### config.mk
export PLATFORM = sky130hd
export DESIGN_NAME = tt_loopback_tester
export DESIGN_NICKNAME = d
export VERILOG_FILES = /design/src/rtl/tt_lbt_pkg.sv /design/src/rtl/tt_lbt_golden.sv /design/src/rtl/tt_loopback_tester.sv
export SDC_FILE = /design/constraint.sdc
export NUM_CORES = 1
export LEC_CHECK = 0
export CAP_MARGIN = 20
export CORE_MARGIN = 1.5
export CORE_UTILIZATION = 54
export DETAILED_ROUTE_END_ITERATION = 10
export PLACE_DENSITY = 0.84
export SETUP_SLACK_MARGIN = 0.02
export SLEW_MARGIN = 20
export SYNTH_ARGS = -nofsm -noshare
export SYNTH_HDL_FRONTEND = slang
export SYNTH_SLANG_ARGS = --single-unit
### constraint.sdc
create_clock -name clk -period 5.3 [get_ports clk]
set_input_delay 0.795 -clock clk [delete_from_list [all_inputs] [get_ports clk]]
set_output_delay 0.795 -clock clk [all_outputs]
set_load 0.005 [all_outputs]
### src/rtl/tt_lbt_pkg.sv
// Shared types and the golden loopback response for the loopback-tile tester.
package tt_lbt_pkg;

    localparam int PAT_W = 8;

    typedef enum logic [1:0] {
        IDLE   = 2'd0,
        SETTLE = 2'd1,
        CHECK  = 2'd2,
        DONE   = 2'd3
    } lbt_state_t;

    // Loopback tile: low seven outputs mirror in[0], top output is AND of in[7:4]
    function automatic logic [PAT_W-1:0] lbt_expect(input logic [PAT_W-1:0] p);
        return {&p[7:4], {7{p[0]}}};
    endfunction

endpackage

### src/rtl/tt_lbt_golden.sv
// Combinational golden model of the loopback tile response.
module tt_lbt_golden
    import tt_lbt_pkg::*;
(
    input  logic [PAT_W-1:0] pat,
    output logic [PAT_W-1:0] exp_resp
);

    assign exp_resp = lbt_expect(pat);

endmodule

### src/rtl/tt_loopback_tester.sv
// Self-test sequencer: sweeps patterns into the loopback tile and counts response mismatches.
// Optional build macro TT_LBT_STOP_ON_ERR_EN halts the sweep at the first mismatch.
module tt_loopback_tester
    import tt_lbt_pkg::*;
#(
    parameter int SETTLE_CYC = 2,
    parameter int PAT_LAST   = 255,
    parameter int ERR_W      = 8
) (
    input  logic             clk,
    input  logic             rst,
    input  logic             start,
    input  logic             abort,
    input  logic [PAT_W-1:0] resp_in,
    output logic [PAT_W-1:0] pat_out,
    output logic             busy,
    output logic             done,
    output logic             pass,
    output logic [ERR_W-1:0] err_cnt,
    output logic [PAT_W-1:0] fail_pat
);

    localparam logic [3:0]       SETTLE_RLD = 4'(SETTLE_CYC - 1);
    localparam logic [PAT_W-1:0] PAT_END    = PAT_W'(PAT_LAST);
    localparam logic [ERR_W-1:0] ERR_MAX    = '1;

    lbt_state_t       state;
    logic [3:0]       settle_cnt;
    logic             fail_seen;
    logic [PAT_W-1:0] exp_resp;
    logic             mismatch;
    logic [ERR_W-1:0] err_inc;

    tt_lbt_golden u_golden (
        .pat      (pat_out),
        .exp_resp (exp_resp)
    );

    assign mismatch = (resp_in != exp_resp);
    assign err_inc  = (err_cnt == ERR_MAX) ? err_cnt : err_cnt + ERR_W'(1);

    always_ff @(posedge clk) begin
        if (rst) begin
            state      <= IDLE;
            pat_out    <= '0;
            settle_cnt <= '0;
            err_cnt    <= '0;
            fail_pat   <= '0;
            fail_seen  <= 1'b0;
            busy       <= 1'b0;
            done       <= 1'b0;
            pass       <= 1'b0;
        end else if (abort) begin
            // Abort beats start and any CHECK update; error history is kept
            state      <= IDLE;
            pat_out    <= '0;
            settle_cnt <= '0;
            busy       <= 1'b0;
            done       <= 1'b0;
            pass       <= 1'b0;
        end else begin
            case (state)
                IDLE, DONE: begin
                    if (start) begin
                        state      <= SETTLE;
                        pat_out    <= '0;
                        settle_cnt <= SETTLE_RLD;
                        err_cnt    <= '0;
                        fail_pat   <= '0;
                        fail_seen  <= 1'b0;
                        busy       <= 1'b1;
                        done       <= 1'b0;
                        pass       <= 1'b0;
                    end
                end
                SETTLE: begin
                    if (settle_cnt == 4'd0) begin
                        state <= CHECK;
                    end else begin
                        settle_cnt <= settle_cnt - 4'd1;
                    end
                end
                CHECK: begin
                    if (mismatch) begin
                        err_cnt <= err_inc;
                        if (!fail_seen) begin
                            fail_pat  <= pat_out;
                            fail_seen <= 1'b1;
                        end
                    end
`ifdef TT_LBT_STOP_ON_ERR_EN
                    if (mismatch) begin
                        state <= DONE;
                        busy  <= 1'b0;
                        done  <= 1'b1;
                        pass  <= 1'b0;
                    end else
`endif
                    if (pat_out == PAT_END) begin
                        state <= DONE;
                        busy  <= 1'b0;
                        done  <= 1'b1;
                        pass  <= (err_cnt == '0) && !mismatch;
                    end else begin
                        state      <= SETTLE;
                        pat_out    <= pat_out + PAT_W'(1);
                        settle_cnt <= SETTLE_RLD;
                    end
                end
                default: state <= IDLE;
            endcase
        end
    end

endmodule

# Word level (Yosys, flattened, before mapping)
# Cells that the tools add are included.
op_classes:
  add_sub_neg: 3
  n_eq_ne: 14
  muxes: 27
  n_bitwise: 1
  reduce_logical: 16
ops:
  columns: ["operator", "n"]
  rows:
  - ["$mux W8", 6]
  - ["$pmux W8 S2", 3]
  - ["$add A8 B1 Y8 const B", 2]
  - ["$eq A8 B8 Y1 const B", 2]
  - ["$ne A2 B2 Y1 const B", 8]
  - ["$mux W4", 3]
  - ["$pmux W4 S3", 1]
  - ["$reduce_and A5 Y1", 2]
  - ["$reduce_and A3 Y1", 3]
  - ["$logic_not A8 Y1", 1]
  - ["$ne A8 B8 Y1", 1]
  - ["$pmux W1 S2", 4]
  - ["$reduce_and A4 Y1", 2]
  - ["$mux W1", 6]
  - ["$mux W2", 3]
  - ["$pmux W2 S3", 1]
  - ["$eq A2 B2 Y1 const B", 2]
  - ["$logic_not A4 Y1", 1]
  - ["$reduce_or A2 Y1", 2]
  - ["$sub A4 B1 Y4 const B", 1]
  - ["$eq A2 B1 Y1 const B", 1]
  - ["$logic_not A2 Y1", 1]
  - ["$reduce_and A2 Y1", 1]
  - ["$reduce_bool A2 Y1", 1]
  - ["3 further kinds", 3]
totals:
  ff_bits: 34
  wordCells: 70

# Longest topological paths before layout
depth:
  ltp_word: 6
  mapped_depth: 8

# Hierarchy
# Synthesis repeated with hierarchy kept, for this count alone.
unflattened:
  hier_cells: 233
  hier_area_um2: 1935.6
by_module_without_submodules:
  columns: ["module", "n_inst", "cells_per_inst", "area_per_inst_um2", "seq_area_each_um2"]
  rows:
  - ["tt_loopback_tester", 1, 225, 1874.3, 680.7]
  - ["tt_lbt_golden", 1, 8, 61.3, 0.0]

# Least setup slack after synthesis
# OpenSTA, ideal clock, no wires.
synth_timing:
  kind: "input -> register"
  startpoint: "in resp_in[3]"
  endpoint: "reg pass"
  setup_time_ps: 71
  arrival_ps: 2124
  setup_slack_ps: 3105
  stages: 5
  n_path_buf: 0
  cell_sequence: "or4_1 -> nor2_1 -> o211ai_2 -> or3_1 -> a21oi_1"
synth_via:
  elab_chain_len: 5
synth_lines:
  columns: ["item", "line", "rtl"]
  rows:
  - ["start: declaration", "tt_loopback_tester.sv:14", "input logic [PAT_W-1:0] resp_in,"]
  - ["$ne A8 B8 Y1", "tt_loopback_tester.sv:39", "assign mismatch = (resp_in != exp_resp);"]
  - ["$logic_not A1 Y1", "tt_loopback_tester.sv:103", "pass <= (err_cnt == '0) && !mismatch;"]
  - ["$logic_and A1 B1 Y1", "tt_loopback_tester.sv:103", null]
  - ["$mux W1", "tt_loopback_tester.sv:99", "if (pat_out == PAT_END) begin"]
  - ["$pmux W1 S2", "tt_loopback_tester.sv:62", "case (state)"]
  - ["end signal: assignment", "tt_loopback_tester.sv:103", null]
  - ["end: declaration", "tt_loopback_tester.sv:18", "output logic pass,"]
# No other way between the ends. The select of a mux whose other input is x is not followed.
# A chain may end at the register's enable or synchronous reset.

# Worst setup path in the final report
layout_timing:
  startpoint: "reg state[0]"
  endpoint: "reg err_cnt[2]"
layout_via:
  elab_chain_len: 4
  elab_cells_between_ends: 10
  cone_classes: "5 x eq/ne; 1 x mux; 4 x reduce/logical"
layout_lines:
  columns: ["item", "line", "rtl"]
  rows:
  - ["start: declaration", "tt_loopback_tester.sv:27", "lbt_state_t state;"]
  - ["start signal: assignment", "tt_loopback_tester.sv:44", "state <= IDLE;"]
  - ["start signal: assignment", "tt_loopback_tester.sv:55", "state <= IDLE;"]
  - ["start signal: assignment", "tt_loopback_tester.sv:65", "state <= SETTLE;"]
  - ["$eq A2 B2 Y1 / $logic_not A2 Y1 (equally long branches)", "tt_loopback_tester.sv:62", null]
  - ["$reduce_or A2 Y1", "tt_loopback_tester.sv:62", null]
  - ["$ne A2 B2 Y1 (no line) / $reduce_bool A2 Y1 (equally long branches)", null, null]
  - ["$reduce_and A5 Y1 (no line)", null, null]
  - ["end signal: assignment", "tt_loopback_tester.sv:85", "err_cnt <= err_inc;"]
  - ["end: declaration", "tt_loopback_tester.sv:19", "output logic [ERR_W-1:0] err_cnt,"]
# Several ways; a longest one is shown, not always the timed one.

==> metrics.md <==
| Metric | Value |
|---|---|
| Die span in x | 61.2 um |
| Initial detailed-routing violation count | 54 |
| Clock skew | 0.0104 ns |
| Vias in the first global route | 1,611 |
| Distinct cells, synth | 44 |
| Initial antenna violation count | 0 |
| Post-DP HPWL | 3.15 mm |
| Arrival @ worst endpoint | 3.00 ns |
| Clk root buf | clkbuf_4 |
| Crit-path max cell delay | 0.53 ns |
| Fin crit period | 2.74 ns |
| Pleak | 0.728 nW |
| Count leader, synth | dfxtp_1 |
| Status | completed |
| Clk buf depth | 2 |
| Clk pin slew, worst setup/hold paths | 0.11 ns |
| Highest routed layer | met4 |
| Main flop type after synthesis | dfxtp_1 |
| Netlist Area Pre-Place | 1830 um^2 |
| CP cell instances | inv_1 > ha_1 > buf_4 > mux2i_1 > or3_1 > or4_1 > a31oi_1 |
| Drt pass-1 iters | 4 |
| Site row count | 20 |
| Layout cells sized above 1 | 5.26% |
| RePlAce Congestion | 0.795 |
| Worst-skew pair later-pin latency | 0.35 ns |
| Htree depth | 2 |
| Power Density | 202 nW/um^2 |
| Commonest cells post-synth | 34 x dfxtp_1, 22 x a21oi_1, 19 x nand4_1 |
| Crit-path slowest cell | or4_1 |
| Remaining DRCs | 0 |
| Critical path fanouts, max | 24 |
| Synth top area cells | dfxtp_1 37%, nand4_1 6.5%, a21oi_1 6.0%, o21ai_0 4.9%, ha_1 4.8% |
| Finished Core Util | 72.9% |
| Tightest Pin Transition | 0.971 ns |
| DP Area | 2220 um^2 |
| Top delay family on crit path | simple AND/OR/NAND/NOR gates |
| DR vias | 1,870 |
| CTS Sinks | 34 |
| R2R depth | 7 |
| Largest net degree at the start of global routing | 25 |
| Antenna Diode Count | 0 |
| Die ar. | 3750 um^2 |
| Die Y | 61.2 um |
| Metal1 wirelength | 2.13 mm |
| Routed vias/inst | 6.03 |
| Final setup vio count | 0 |
| Overall routing resource usage | 26.2% |
| Yosys top cell by area | dfxtp_1 |
| Reg-to-reg startpoint | state[0] |
| Maximum VDD drop | 0.165 mV |
| Final hold vios | 0 |
| Setup CP Type | register to register |
| Drt total wl | 4.51 mm |
| Global-route wire length before repair | 7.23 mm |
| Hold Path Depth | 2 |
| Design Area, Final | 2280 um^2 |
| RSZ-0062 raised after global routing | false |
| Synth Warn # | 0 |
| Post-CTS sizing | 0 |
| I/O Pins | 39 |
| Number of flops mapped to enable cells by yosys | 0 |
| CTS Hold Bufs | 0 |
| Buffer count from post-CTS setup fixing | 0 |
| Slew margin rel. | 34.9% |
| Slew Viols, Final | 0 |
| Synth Area per Inst | 7.88 um^2 |
| Initial Utilization | 58.5% |
| Reg2reg setup slack | 2.56 ns |
| #FFs+latches synth | 34 |
| Seq/Total Area, Yosys | 37.2% |
| Final ANT Viol Nets | 0 |
| Worst path depth | 7 |
| P&R area growth vs syn | 24.6% |
| TNS Setup | 0 ns |
| Synthesized instance count | 232 |
| Async S/R FF share, synth | 0% |
| Type of origin of the critical path | register |
| Placeable Area | 3130 um^2 |
| Crit end category | register |
| DR WL met3 | 313 um |
| Max Clock Freq | 366 MHz |
| Wire per inst | 14.6 um |
| Max-cap violation count | 0 |
| Final worst-path cycle share | 51.6% |
| CTS tree | done |
| CP startpoint | state[0] |
| Req. time, crit path | 5.57 ns |
| Final nets | 284 |
| Congestion Overflow GR | 0 |
| IO buf count | 38 |
| Top cell type's share of synthesized area | 37.2% |
| WL met2 | 2.01 mm |
| CP bufs+invs | 2 |
| Hold Startpoint | pass |
| Hold crit path type | register to register |
| Inserted Clock Buffers | 5 |
| Syn_nets | 251 |
[layout make-up]
type / count / area, um^2
fill: 255 / 848
inverter: 8 / 30.0
tap: 44 / 55.1
clock buffer: 7 / 55.1
multi-input combinational: 177 / 1070
timing repair buffer: 39 / 388
sequential: 34 / 681
clock inverter: 1 / 5.00
[flip-flops by register name, indices dropped and copies added (netlist names)]
signal / count
busy: 1
done: 1
state: 2
fail_seen: 1
pass: 1
err_cnt: 8
fail_pat: 8
settle_cnt: 4
pat_out: 8
[routing by layer]
layer,GRT usage [%],up-vias
li1,-,927
met1,34.7,857
met2,40.0,78
met3,8.82,8
met4,9.32,0
met5,0,-
[worst paths after layout]
check	endpoint
worst max register to register	err_cnt[2]
worst min register to register	pass
worst max-delay path	err_cnt[2]
worst min-delay path	pass
[power by group]
part           internal [mW]  switching [mW]
clock network         0.0642          0.0914
registers              0.257         0.00162
logic                 0.0190          0.0272
total                  0.341           0.120
[metrics by stage]
step / std cells / worst slack [ns] / hold WS (ns) / power, mW
after floorplan: 232 / 3.11 / 0.441 / 0.294
after global placement: 302 / 2.43 / 0.441 / 0.309
after detailed placement: 302 / 2.37 / 0.449 / 0.311
after CTS: 310 / 2.58 / 0.464 / 0.463
after global routing: 310 / 2.36 / 0.501 / 0.480
final: 310 / 2.56 / 0.463 / 0.461
[worst min-delay path: stages (launching register included)]
cell     delay (ns)
dfxtp_1        0.33
nand2_1        0.05
a21oi_1        0.05
[cell usage in the layout (no fill, tap or decap), types with 5 or more instances in the layout]
master | Yosys | layout
dfxtp_1 | 34 | 34
clkdlybuf4s50_1 | 0 | 38
nand3_1 | 7 | 7
o21ai_0 | 18 | 18
nand4_1 | 19 | 19
a211oi_1 | 7 | 7
nor3_1 | 10 | 10
ha_1 | 7 | 7
nor2_1 | 18 | 18
inv_1 | 8 | 8
a21oi_1 | 22 | 22
nand2_1 | 18 | 18
clkbuf_4 | 0 | 5
[logic make-up (layout without fill, tap and decap cells)]
| group | after synthesis | after routing | share of synthesized area, % |
|---|---|---|---|
| compound gates | 67 | 67 | 22.4 |
| flops | 34 | 34 | 37.2 |
| buf+inv | 21 | 55 | 4.51 |
| fa+ha+maj | 7 | 7 | 4.79 |
| xor+xnor | 5 | 5 | 2.39 |
| mux | 2 | 2 | 1.16 |
| simple gates | 96 | 96 | 27.5 |
Note: power is estimated with default switching activity, not from simulation.
